===== src/rtl/ps2_scancode_rx_if.sv =====
// Scancode bus from the PS/2 receiver to the keyboard LED state machine.
// The receiver drives it through the master modport; the LED logic observes it through slave.
interface ps2_scancode_rx_if;
  logic [7:0] check_code;
  logic       code_new_updated;
  logic       parity_err;
  logic       frame_err;

  modport master (
    output check_code,
    output code_new_updated,
    output parity_err,
    output frame_err
  );

  modport slave (
    input check_code,
    input code_new_updated,
    input parity_err,
    input frame_err
  );
endinterface


===== src/rtl/ps2_scancode_rx.sv =====
// PS/2 device-to-host frame receiver: synchronizes and deglitches the line,
// deframes 11-bit frames and publishes good scancodes or one-cycle error pulses.
module ps2_scancode_rx #(
  parameter int unsigned FILTER_LEN  = 8,
  parameter int unsigned TIMEOUT_CYC = 20000
) (
  input  logic               clk_2,
  input  logic               rst_n,
  input  logic               ps2_clk,
  input  logic               ps2_data,
  ps2_scancode_rx_if.master  code_if
);

  localparam logic [7:0]  FILT_LAST = 8'(FILTER_LEN - 1);
  localparam logic [15:0] TMO_LAST  = 16'(TIMEOUT_CYC - 1);

  typedef enum logic [1:0] {
    ST_IDLE   = 2'd0,
    ST_DATA   = 2'd1,
    ST_PARITY = 2'd2,
    ST_STOP   = 2'd3
  } state_t;

  // Odd parity holds when the data bits plus the parity bit contain an odd number of ones.
  function automatic logic odd_parity_ok(input logic [7:0] data, input logic par);
    return ^{data, par};
  endfunction

  logic       clk_meta_r;
  logic       clk_sync_r;
  logic       data_meta_r;
  logic       data_sync_r;
  logic       filt_clk_r;
  logic       filt_prev_r;
  logic [7:0] filt_cnt_r;
  logic       fall_s;

  state_t      state_r;
  state_t      state_n;
  logic [2:0]  bit_cnt_r;
  logic [2:0]  bit_cnt_n;
  logic [7:0]  shift_r;
  logic [7:0]  shift_n;
  logic        par_r;
  logic        par_n;
  logic [15:0] tmo_cnt_r;
  logic [15:0] tmo_n;
  logic [7:0]  check_code_r;
  logic [7:0]  check_code_n;
  logic        code_new_r;
  logic        code_new_n;
  logic        parity_err_r;
  logic        parity_err_n;
  logic        frame_err_r;
  logic        frame_err_n;

  // Two-stage synchronizers for the asynchronous connector lines (idle high).
  always_ff @(posedge clk_2 or negedge rst_n) begin
    if (!rst_n) begin
      clk_meta_r  <= 1'b1;
      clk_sync_r  <= 1'b1;
      data_meta_r <= 1'b1;
      data_sync_r <= 1'b1;
    end else begin
      clk_meta_r  <= ps2_clk;
      clk_sync_r  <= clk_meta_r;
      data_meta_r <= ps2_data;
      data_sync_r <= data_meta_r;
    end
  end

  // Glitch filter: the filtered clock follows only a level held for FILTER_LEN cycles.
  always_ff @(posedge clk_2 or negedge rst_n) begin
    if (!rst_n) begin
      filt_clk_r  <= 1'b1;
      filt_prev_r <= 1'b1;
      filt_cnt_r  <= 8'd0;
    end else begin
      filt_prev_r <= filt_clk_r;
      if (clk_sync_r != filt_clk_r) begin
        if (filt_cnt_r == FILT_LAST) begin
          filt_clk_r <= clk_sync_r;
          filt_cnt_r <= 8'd0;
        end else begin
          filt_cnt_r <= filt_cnt_r + 8'd1;
        end
      end else begin
        filt_cnt_r <= 8'd0;
      end
    end
  end

  assign fall_s = filt_prev_r & ~filt_clk_r;

  // Frame state, shift register, timeout counter and registered outputs.
  always_ff @(posedge clk_2 or negedge rst_n) begin
    if (!rst_n) begin
      state_r      <= ST_IDLE;
      bit_cnt_r    <= 3'd0;
      shift_r      <= 8'd0;
      par_r        <= 1'b0;
      tmo_cnt_r    <= 16'd0;
      check_code_r <= 8'd0;
      code_new_r   <= 1'b0;
      parity_err_r <= 1'b0;
      frame_err_r  <= 1'b0;
    end else begin
      state_r      <= state_n;
      bit_cnt_r    <= bit_cnt_n;
      shift_r      <= shift_n;
      par_r        <= par_n;
      tmo_cnt_r    <= tmo_n;
      check_code_r <= check_code_n;
      code_new_r   <= code_new_n;
      parity_err_r <= parity_err_n;
      frame_err_r  <= frame_err_n;
    end
  end

  // Next-state and output decode; a falling edge always wins over timeout expiry.
  always_comb begin
    state_n      = state_r;
    bit_cnt_n    = bit_cnt_r;
    shift_n      = shift_r;
    par_n        = par_r;
    tmo_n        = tmo_cnt_r;
    check_code_n = check_code_r;
    code_new_n   = 1'b0;
    parity_err_n = 1'b0;
    frame_err_n  = 1'b0;

    case (state_r)
      ST_IDLE: begin
        if (fall_s && !data_sync_r) begin
          state_n   = ST_DATA;
          bit_cnt_n = 3'd0;
        end else begin
          state_n = ST_IDLE;
        end
      end
      ST_DATA: begin
        if (fall_s) begin
          shift_n   = {data_sync_r, shift_r[7:1]};
          bit_cnt_n = bit_cnt_r + 3'd1;
          if (bit_cnt_r == 3'd7) begin
            state_n = ST_PARITY;
          end else begin
            state_n = ST_DATA;
          end
        end else begin
          state_n = ST_DATA;
        end
      end
      ST_PARITY: begin
        if (fall_s) begin
          par_n   = data_sync_r;
          state_n = ST_STOP;
        end else begin
          state_n = ST_PARITY;
        end
      end
      ST_STOP: begin
        if (fall_s) begin
          state_n = ST_IDLE;
          if (!data_sync_r) begin
            frame_err_n = 1'b1;
          end else if (!odd_parity_ok(shift_r, par_r)) begin
            parity_err_n = 1'b1;
          end else begin
            check_code_n = shift_r;
            code_new_n   = 1'b1;
          end
        end else begin
          state_n = ST_STOP;
        end
      end
      default: begin
        state_n = ST_IDLE;
      end
    endcase

    // Pulses above only fire on an edge, so a timeout pulse can never collide with them.
    if ((state_r == ST_IDLE) || fall_s) begin
      tmo_n = 16'd0;
    end else if (tmo_cnt_r >= TMO_LAST) begin
      state_n     = ST_IDLE;
      frame_err_n = 1'b1;
      tmo_n       = 16'd0;
    end else begin
      tmo_n = tmo_cnt_r + 16'd1;
    end
  end

  assign code_if.check_code       = check_code_r;
  assign code_if.code_new_updated = code_new_r;
  assign code_if.parity_err       = parity_err_r;
  assign code_if.frame_err        = frame_err_r;

endmodule


===== src/flat_wrapper.sv =====
// flat-port wrapper written by rule: the top's interface ports become plain ports
module ps2_scancode_rx_flat 
#(
  parameter int unsigned FILTER_LEN  = 8,
  parameter int unsigned TIMEOUT_CYC = 20000
)
  (clk_2, rst_n, ps2_clk, ps2_data, code_if_check_code, code_if_code_new_updated, code_if_parity_err, code_if_frame_err);
  ps2_scancode_rx_if code_if_i ();
  input  logic clk_2;
  input  logic rst_n;
  input  logic ps2_clk;
  input  logic ps2_data;
  output wire logic [$bits(code_if_i.check_code)-1:0] code_if_check_code;
  output wire logic [$bits(code_if_i.code_new_updated)-1:0] code_if_code_new_updated;
  output wire logic [$bits(code_if_i.parity_err)-1:0] code_if_parity_err;
  output wire logic [$bits(code_if_i.frame_err)-1:0] code_if_frame_err;
  assign code_if_check_code = code_if_i.check_code;
  assign code_if_code_new_updated = code_if_i.code_new_updated;
  assign code_if_parity_err = code_if_i.parity_err;
  assign code_if_frame_err = code_if_i.frame_err;
  ps2_scancode_rx #(.FILTER_LEN(FILTER_LEN), .TIMEOUT_CYC(TIMEOUT_CYC)) u_core (.clk_2(clk_2), .rst_n(rst_n), .ps2_clk(ps2_clk), .ps2_data(ps2_data), .code_if(code_if_i));
endmodule

===== config.mk =====
export PLATFORM = sky130hd
export DESIGN_NAME = ps2_scancode_rx_flat
export DESIGN_NICKNAME = d
export VERILOG_FILES = /design/src/rtl/ps2_scancode_rx_if.sv /design/src/rtl/ps2_scancode_rx.sv /design/src/flat_wrapper.sv
export SDC_FILE = /design/constraint.sdc
export NUM_CORES = 1
export LEC_CHECK = 0
export ABC_AREA = 1
export BUFFER_PORTS_ARGS = -buffer_cell sky130_fd_sc_hd__buf_2
export CORE_MARGIN = 2
export CORE_UTILIZATION = 35
export CTS_CLUSTER_SIZE = 40
export DETAILED_ROUTE_END_ITERATION = 12
export PLACE_DENSITY = 0.57
export RECOVER_POWER = 25
export SYNTH_ARGS = -nofsm -noshare
export SYNTH_HDL_FRONTEND = slang
export SYNTH_SLANG_ARGS = --single-unit

===== constraint.sdc =====
create_clock -name clk_2 -period 1.7 [get_ports clk_2]
set_input_delay 0.085 -clock clk_2 [delete_from_list [all_inputs] [get_ports clk_2]]
set_output_delay 0.085 -clock clk_2 [all_outputs]
set_load 0.02 [all_outputs]

; Word level (Yosys, flattened, before mapping)
; Cells that the tools add are included.
[word_totals]
register_bits = 55
out_inout_bits = 11
in_bits = 4
[op_classes]
eq_ne = 8
n_mux = 28
n_lt_le_gt_ge = 1
reduce_logical = 11
addsub = 3
bitwise = 2
[ops]
columns = operator, n
row1 = $mux 16, 2
row2 = $add 16x1->16 const B, 1
row3 = $ge 16x15->1 const B, 1
row4 = $mux 8, 2
row5 = $mux 1, 15
row6 = $mux 2, 5
row7 = $reduce_xor 9->1, 1
row8 = $add 8x1->8 const B, 1
row9 = $eq 8x3->1 const B, 1
row10 = $pmux 2 s4, 1
row11 = $mux 3, 2
row12 = $pmux 3 s2, 1
row13 = $reduce_and 2->1, 3
row14 = $eq 2x2->1 const B, 2
row15 = $ne 2x1->1 const B, 2
row16 = $reduce_and 4->1, 1
row17 = $add 3x1->3 const B, 1
row18 = $eq 3x3->1 const B, 1
row19 = $reduce_and 3->1, 1
row20 = $eq 2x1->1 const B, 1
row21 = $logic_not 2->1, 1
row22 = $reduce_bool 2->1, 1
row23 = $and 1x1->1, 1
row24 = $logic_and 1x1->1, 1
row25 = 4 further kinds, 4

; Longest topological paths before layout
; Gate-level depths: netlist (run 1).
[depth]
word_depth = 7
ltp_mapped = 10

; Least setup slack after synthesis (run 1)
; OpenSTA, ideal clock, no wires.
[synth_timing]
path_type = register to register
from = reg u_core.tmo_cnt_r[0]
to = reg u_core.tmo_cnt_r[6]
path_slack_ns = 0.273
setup_ns = 0.086
stages_incl_launch_ff = 10
synth_period_minus_slack_ns = 1.427
t_arrival_ns = 1.341
required_time_ns = 1.614
path_cell_list = dfrtp_1 > ha_1 > nand2_1 > nor2_2 > nor3_2 > o21ai_2 > inv_2 > nand2_2 > buf_6 > nor3_1
[synth_via]
elab_chain_len = 3
[synth_rtl]
columns = item, line_no
row1 = "start, declared", ps2_scancode_rx.sv:46  ; logic [15:0] tmo_cnt_r;
row2 = "start signal, assigned", ps2_scancode_rx.sv:112  ; tmo_cnt_r <= tmo_n;
row3 = $add 16x1->16 / $ge 16x15->1 (equally long branches), "ps2_scancode_rx.sv:190, ps2_scancode_rx.sv:185"
row4 = $mux 16 *, ps2_scancode_rx.sv:185  ; end else if (tmo_cnt_r >= TMO_LAST) begin
row5 = $mux 16 *, ps2_scancode_rx.sv:183  ; if ((state_r == ST_IDLE) || fall_s) begin
row6 = named net u_core.tmo_n[6], ps2_scancode_rx.sv:47  ; logic [15:0] tmo_n;
; Mark *: on every way through the listed nets, which the timed path passes. The rest lies on a longest branch.
; A chain may end at the register's enable or synchronous reset.

; Worst setup path after layout (run 1)
[layout_timing]
from = reg u_core.filt_clk_r
to = reg u_core.state_r[0]
[layout_via]
elab_chain_len = 7
[layout_rtl]
columns = item, line_no
row1 = "start, declared", ps2_scancode_rx.sv:33  ; logic filt_clk_r;
row2 = "start signal, assigned", ps2_scancode_rx.sv:82  ; filt_clk_r <= clk_sync_r;
row3 = $not 1->1 *, ps2_scancode_rx.sv:93  ; assign fall_s = filt_prev_r & ~filt_clk_r;
row4 = $and 1x1->1 *, ps2_scancode_rx.sv:93
row5 = $logic_and 1x1->1, ps2_scancode_rx.sv:134  ; if (fall_s && !data_sync_r) begin
row6 = $mux 1, ps2_scancode_rx.sv:134
row7 = $pmux 2 s4, ps2_scancode_rx.sv:132  ; case (state_r)
row8 = $mux 2, ps2_scancode_rx.sv:185
row9 = $mux 2 *, ps2_scancode_rx.sv:183
row10 = named net u_core.state_n[0], ps2_scancode_rx.sv:39  ; state_t state_n;
row11 = "end signal, assigned", ps2_scancode_rx.sv:108  ; state_r <= state_n;
row12 = "end, declared", ps2_scancode_rx.sv:38  ; state_t state_r;
; Marked as above.

==> results of run 1 <==
[per-layer routing]
metal / GRT usage / wire length [um] / vias to the layer above / part of all wire
met5: 0 / 0 / - / 0
met3: 0.0284 / 176 / 4 / 0.038
met2: 0.204 / 2070 / 31 / 0.45
li1: - / - / 1046 / -
met1: 0.174 / 2350 / 872 / 0.51
met4: 0.0346 / 30 / 0 / 0.0065
[registers in the layout, summed over array words and instances, names as in the netlist]
name,flops
u_core.bit_cnt_r,3
u_core.clk_sync_r,1
u_core.par_r,1
u_core.clk_meta_r,1
u_core.code_if.code_new_updated,1
u_core.filt_clk_r,1
u_core.state_r,2
u_core.code_if.frame_err,1
u_core.code_if.check_code,8
u_core.code_if.parity_err,1
u_core.data_sync_r,1
u_core.shift_r,8
u_core.filt_cnt_r,8
u_core.data_meta_r,1
u_core.filt_prev_r,1
u_core.tmo_cnt_r,16
[final timing paths]
check / from / end / depth (start not counted)
hold / removal: rst_n / u_core.filt_cnt_r[2] / 2
setup / recovery: u_core.filt_clk_r / u_core.state_r[0] / 7
min in group clk_2: u_core.clk_meta_r / u_core.clk_sync_r / 0
hold reg to reg: u_core.clk_meta_r / u_core.clk_sync_r / 0
max in group asynchronous: rst_n / u_core.tmo_cnt_r[4] / 3
setup reg to reg: u_core.filt_clk_r / u_core.state_r[0] / 7
[through the flow]
step | util | area [um^2] | hold WS (ns) | cells
finish | 0.412 | 2990 | 0.316 | 442
detailed placement | 0.390 | 2830 | 0.116 | 430
floorplan | - | 2620 | -0.211 | 314
global placement | 0.390 | 2830 | 0.114 | 430
global route | 0.412 | 2990 | 0.366 | 442
CTS | 0.410 | 2970 | 0.317 | 441
[cells in the final DEF, fill, tap and decap left out, drive strengths merged, types with 3 or more instances in the layout]
master / instances
nor3: 18
clkbuf: 8
xor2: 6
buf: 18
o21ai: 15
nand4: 4
nand2: 91
ha: 4
xnor2: 3
nor2: 36
nand3: 22
dfrtp: 49
inv: 43
dlygate4sd3: 3
a21oi: 7
dfstp: 6
[worst max-delay path: stages, from the launching register on]
cell     delay [ns]
dfstp_1        0.58
inv_2          0.06
nand2_2        0.10
inv_2          0.08
a21oi_2        0.20
inv_1          0.13
nor2_1         0.19
nor2_1         0.06
[cells by family after synthesis]
group	count (synthesis)	share of synthesized area
and+or+nand+nor	173	0.293
DFF	55	0.529
buffers and inverters	45	0.0675
AOI/OAI and AO/OA	26	0.0555
xor gates and xnor gates	9	0.0301
adders and majority gates	4	0.0191
other	1	0.00143
muxes	1	0.00383
[where the power goes]
part | internal [mW] | switching (mW) | leakage (nW)
clock network | 0.440 | 0.413 | 0.0514
registers | 1.43 | 0.112 | 0.737
logic | 0.198 | 0.400 | 0.682
[what timing repair did]
action	CTS	global route
hold buffers	3	0
setup buffers	0	1
setup endpoints to repair	0	12
gates resized for setup	0	3
hold endpoints to repair	19	0
[cell type report]
class	instances	area (um^2)	area share
flip-flops and latches	55	1380	0.463
repair buffers	23	144	0.0481
multi-input cells	214	1070	0.357
clock inverters	2	37.5	0.0125
clock buffers	6	72.6	0.0243
well taps	99	124	0.0414
inverters	43	161	0.0540
==> impl_metrics.toml, run 1 <==
[status]
status = "completed"

[clocking]
clk_pin_slew_ns = 0.09
cts-root-buf = "clkbuf_8"
clock_latency_ns = 0.31
htree_levels = 2
clk_path_buf_depth = 2
cts_sinks = 55
cts_buffers = 5
cts_tree = "built"

[timing]
drv_slew = 0
relSlewSlack = 0.588
rsz0062_at_grt = "false"
fmax_mhz = 660
skew_ns = 0.0113
period_share = 0.892
fin_ws_ns = 0.184
tns_ns = 0
final-setup-viol-count = 0
tightest_slew_ns = 0.617
hold_viol = 0
fin_crit_ns = 1.52

[detailed_routing]
drc = 0
ant_nets = 0
drt_pass1_iterations = 4
wl_per_cell_um = 10.5
drt-initial-drc-count = 96
vias = 1953
totalWireLength_mm = 4.63
vias_per_cell = 4.42

[synth]
synthMostInstantiatedCell = "nand2_1"
synth-seq-area-share = 0.529
ys_top_cells_by_count = "86 x nand2_1, 49 x dfrtp_1, 39 x inv_1"
ys.flop_type = "dfrtp_1"
synth-seq-cells = 55
synth_fp_nets = 322
ys_async_sr_fraction = 1.00
ys.warnings.count = 0
synthTopCellsByArea = "dfrtp_1 47%, nand2_1 12%, dfstp_2 6.0%"
synth.largest_area_cell = "dfrtp_1"
avgSynthCellArea_um2 = 8.33
syn_area_um2 = 2620
synth_top_cell_area_share = 0.469
synth.distinct_cells = 31
synth_edf_count = 0
syn_inst = 314

[pwr]
vdd_drop_max_mv = 0.380
power.leakage_nw = 1.47
fin_total_pwr_mw = 3.00
cellPowerDensity_nw_per_um2 = 1000

[worst_setup_path]
startpoint_type = "register"
reg2reg_slack_ns = 0.18
required_ns = 1.89
crit_path_max_fanout = 5
critPathArrivalTime_ns = 1.71
end_kind = "register"
critPathKind = "reg -> reg"

[run]
maxCapViolCount = 0

[placed_design]
dpl.hpwl_mm = 3.44
place_ws_ns = 0.0972
globalplace.congestion = 0.845
portBuffers = 14

[layout]
drive_gt1_frac = 0.146
nets = 350
diodes = 0
area_growth_pct = 14.4
fillCellCount = 754

[floorplanning]
ioPinCount = 15
core_um2 = 7250
num_rows = 31
initial_utilization = 0.361
die_area_um2 = 8180
die_w_um = 90.4
fp.dieH_um = 90.4

[min_path]
min_path_type = "in -> async"

[global_routing]
track_usage = 0.127
grt_max_degree = 26
antenna_found_initial = 0
grt_pass1_vias = 1928
grt_pass1_wl_mm = 8.62
grt_overflow = 0
Power figures use the tool's default switching activity.
==> run 2: changes to the inputs <==
REMOVE_ABC_BUFFERS = 1   (was default)
clock period = 1.5 ns   (was 1.7 ns; I/O delays follow)
==> run 2 against run 1 <==
Compared with the run above: non-clock buffer count is 12 higher; via count is 4.9% higher; clock power shrank 2%; register-to-register slack got worse by 0.15 ns; combinational power up 44%; utilization increased by 2.7 points; critical endpoint is now u_core.tmo_cnt_r[14]; highest routed layer unchanged.
==> impl_metrics.toml, run 2 (synthesis results as in run 1) <==
[detailed_routing]
drt-initial-drc-count = 45
totalWireLength_mm = 4.96
vias = 2049
dr_wl_met2_mm = 2.34
ant_nets = 0
wl_met3_um = 151
routed.top_layer = "met4"
wl_per_cell_um = 10.9
vias_per_cell = 4.50
met1_length_mm = 2.42
drt_pass1_iterations = 4
drc = 0

[timing]
hold_viol = 0
tightest_slew_ns = 0.728
fin_ws_ns = 0.0290
tns_ns = 0
fmax_mhz = 680
fin_crit_ns = 1.47
relSlewSlack = 0.514
rsz0062_at_grt = "true"
whs_ns = 0.362
final-setup-viol-count = 0
period_share = 0.981
skew_ns = 0.0164
drv_slew = 0

[global_routing]
track_usage = 0.121
grt_overflow = 0
grt_max_degree = 56
grt_pass1_wl_mm = 8.16
antenna_found_initial = 0
grt_pass1_vias = 1883

[worst_setup_path]
end_kind = "register"
path_cells = "ha_2 -> nand2_4 -> nor2_4 -> nand2_1 -> nor2_2 -> nand2_1 -> nor2_2 -> a31oi_1 -> nor2_1"
path_delay_family = "simple AND/OR/NAND/NOR gates"
crit_path_max_fanout = 3
startpoint_type = "register"
slowest_delay_ns = 0.38
cp_num_buf_inv = 0
critPathArrivalTime_ns = 1.71
cpMaxStageDelayCell = "dfrtp_1"
critPathKind = "reg -> reg"
required_ns = 1.74

[floorplanning]
fp.dieH_um = 90.4
die_area_um2 = 8180
die_w_um = 90.4
num_rows = 31
ioPinCount = 15
initial_utilization = 0.361
core_um2 = 7250

[pwr]
vdd_drop_max_mv = 0.360
p_sw_frac = 0.342
p_comb_frac = 0.250
power.leakage_nw = 1.57
p_sw_mw = 1.18
cellPowerDensity_nw_per_um2 = 1080
power.share.clock = 0.242
fin_total_pwr_mw = 3.46
seqPwrFrac = 0.509
internal-power_mw = 2.28

[layout]
area_growth_pct = 22.0
diodes = 0
fin_util = 0.440
largest_reg_flops = 16
drive_gt1_frac = 0.272
final_cell_area_um2 = 3190
top_register = "u_core.tmo_cnt_r"
finalNonFillerCells = 455
mostFrequentLayoutCell = "nand2_1"
layout_common_cells = "77 x nand2_1, 46 x dfrtp_1, 33 x inv_1, 30 x nor2_1, 17 x buf_4"
nets = 363

[placed_design]
portBuffers = 14
placed_cell_area_um2 = 2870
globalplace.congestion = 0.813
dp.cells = 433
place_ws_ns = 0.00113
dpl.hpwl_mm = 3.29

[clocking]
cts_buffers = 5
clk_pin_slew_ns = 0.09
clk_path_buf_depth = 2
cts-root-buf = "clkbuf_8"
cts_sinks = 55
htree_levels = 2
clock_latency_ns = 0.32
cts_tree = "built"

[status]
status = "completed"

[min_path]
min_path_type = "reg -> reg"

[run]
maxCapViolCount = 0
run 2: changes by cell type in the layout (fill, tap and decap cells not counted), moves of 4 or more:
cell and change:
inv_1 -6, nand3_1 -6, buf_4 +11, nor2_1 -4
nand2_1 -9, nand3_2 +5, nand2_2 +7, inv_2 +6
run 2: worst reg2reg max path, delay by kind of cell (launching register included):
| kind | cells | cell delay [ns] |
|---|---|---|
| and+or+nand+nor | 7 | 0.71 |
| AOI/OAI and AO/OA | 1 | 0.10 |
| DFF | 1 | 0.38 |
| adders and majority gates | 1 | 0.22 |
run 2: layout make-up:
cell class                 count  area, um^2
clock inverter                 3        22.5
tap                           99         124
fill                         726        4060
sequential                    55        1390
clock buffer                   5        68.8
multi-input combinational    215        1190
timing repair buffer          35         235
inverter                      43         161
run 2: path summary, 6_finish.rpt:
path                       slack (ns)  cells past startpoint                start                   end
hold reg to reg                  0.36                      0   u_core.data_meta_r    u_core.data_sync_r
setup reg to reg                 0.03                      9  u_core.tmo_cnt_r[1]  u_core.tmo_cnt_r[14]
min in group asynchronous        0.46                      3                rst_n  u_core.filt_cnt_r[2]
hold / removal                   0.36                      0   u_core.data_meta_r    u_core.data_sync_r
max in group asynchronous        0.52                      3                rst_n     u_core.shift_r[2]
setup / recovery                 0.03                      9  u_core.tmo_cnt_r[1]  u_core.tmo_cnt_r[14]
run 2: repair_timing:
| item | 4_1_cts | 5_1_grt |
|---|---|---|
| setup buffers | 0 | 10 |
| hold buffers | 3 | 0 |
| hold endpoints to repair | 51 | 0 |
| endpoints found under the setup margin | 3 | 25 |
| gates resized for setup | 2 | 38 |
| pin swaps | 0 | 9 |
| cloned | 0 | 1 |
run 2: power by group through the flow:
stage / sequential (mW) / combinational, mW / clock, mW
6_report: 1.76 / 0.862 / 0.836
3_5_place_dp: 1.78 / 0.685 / 0
5_1_grt: 1.78 / 0.974 / 0.939
3_3_place_gp: 1.77 / 0.671 / 0
4_1_cts: 1.75 / 0.710 / 0.870
2_1_floorplan: 1.76 / 0.486 / 0
run 2: metal layers:
metal | vias to the layer above | GRT usage
met1 | 945 | 0.162
met2 | 23 | 0.196
met4 | 0 | 0.0397
met5 | - | 0
met3 | 6 | 0.0250
li1 | 1075 | -
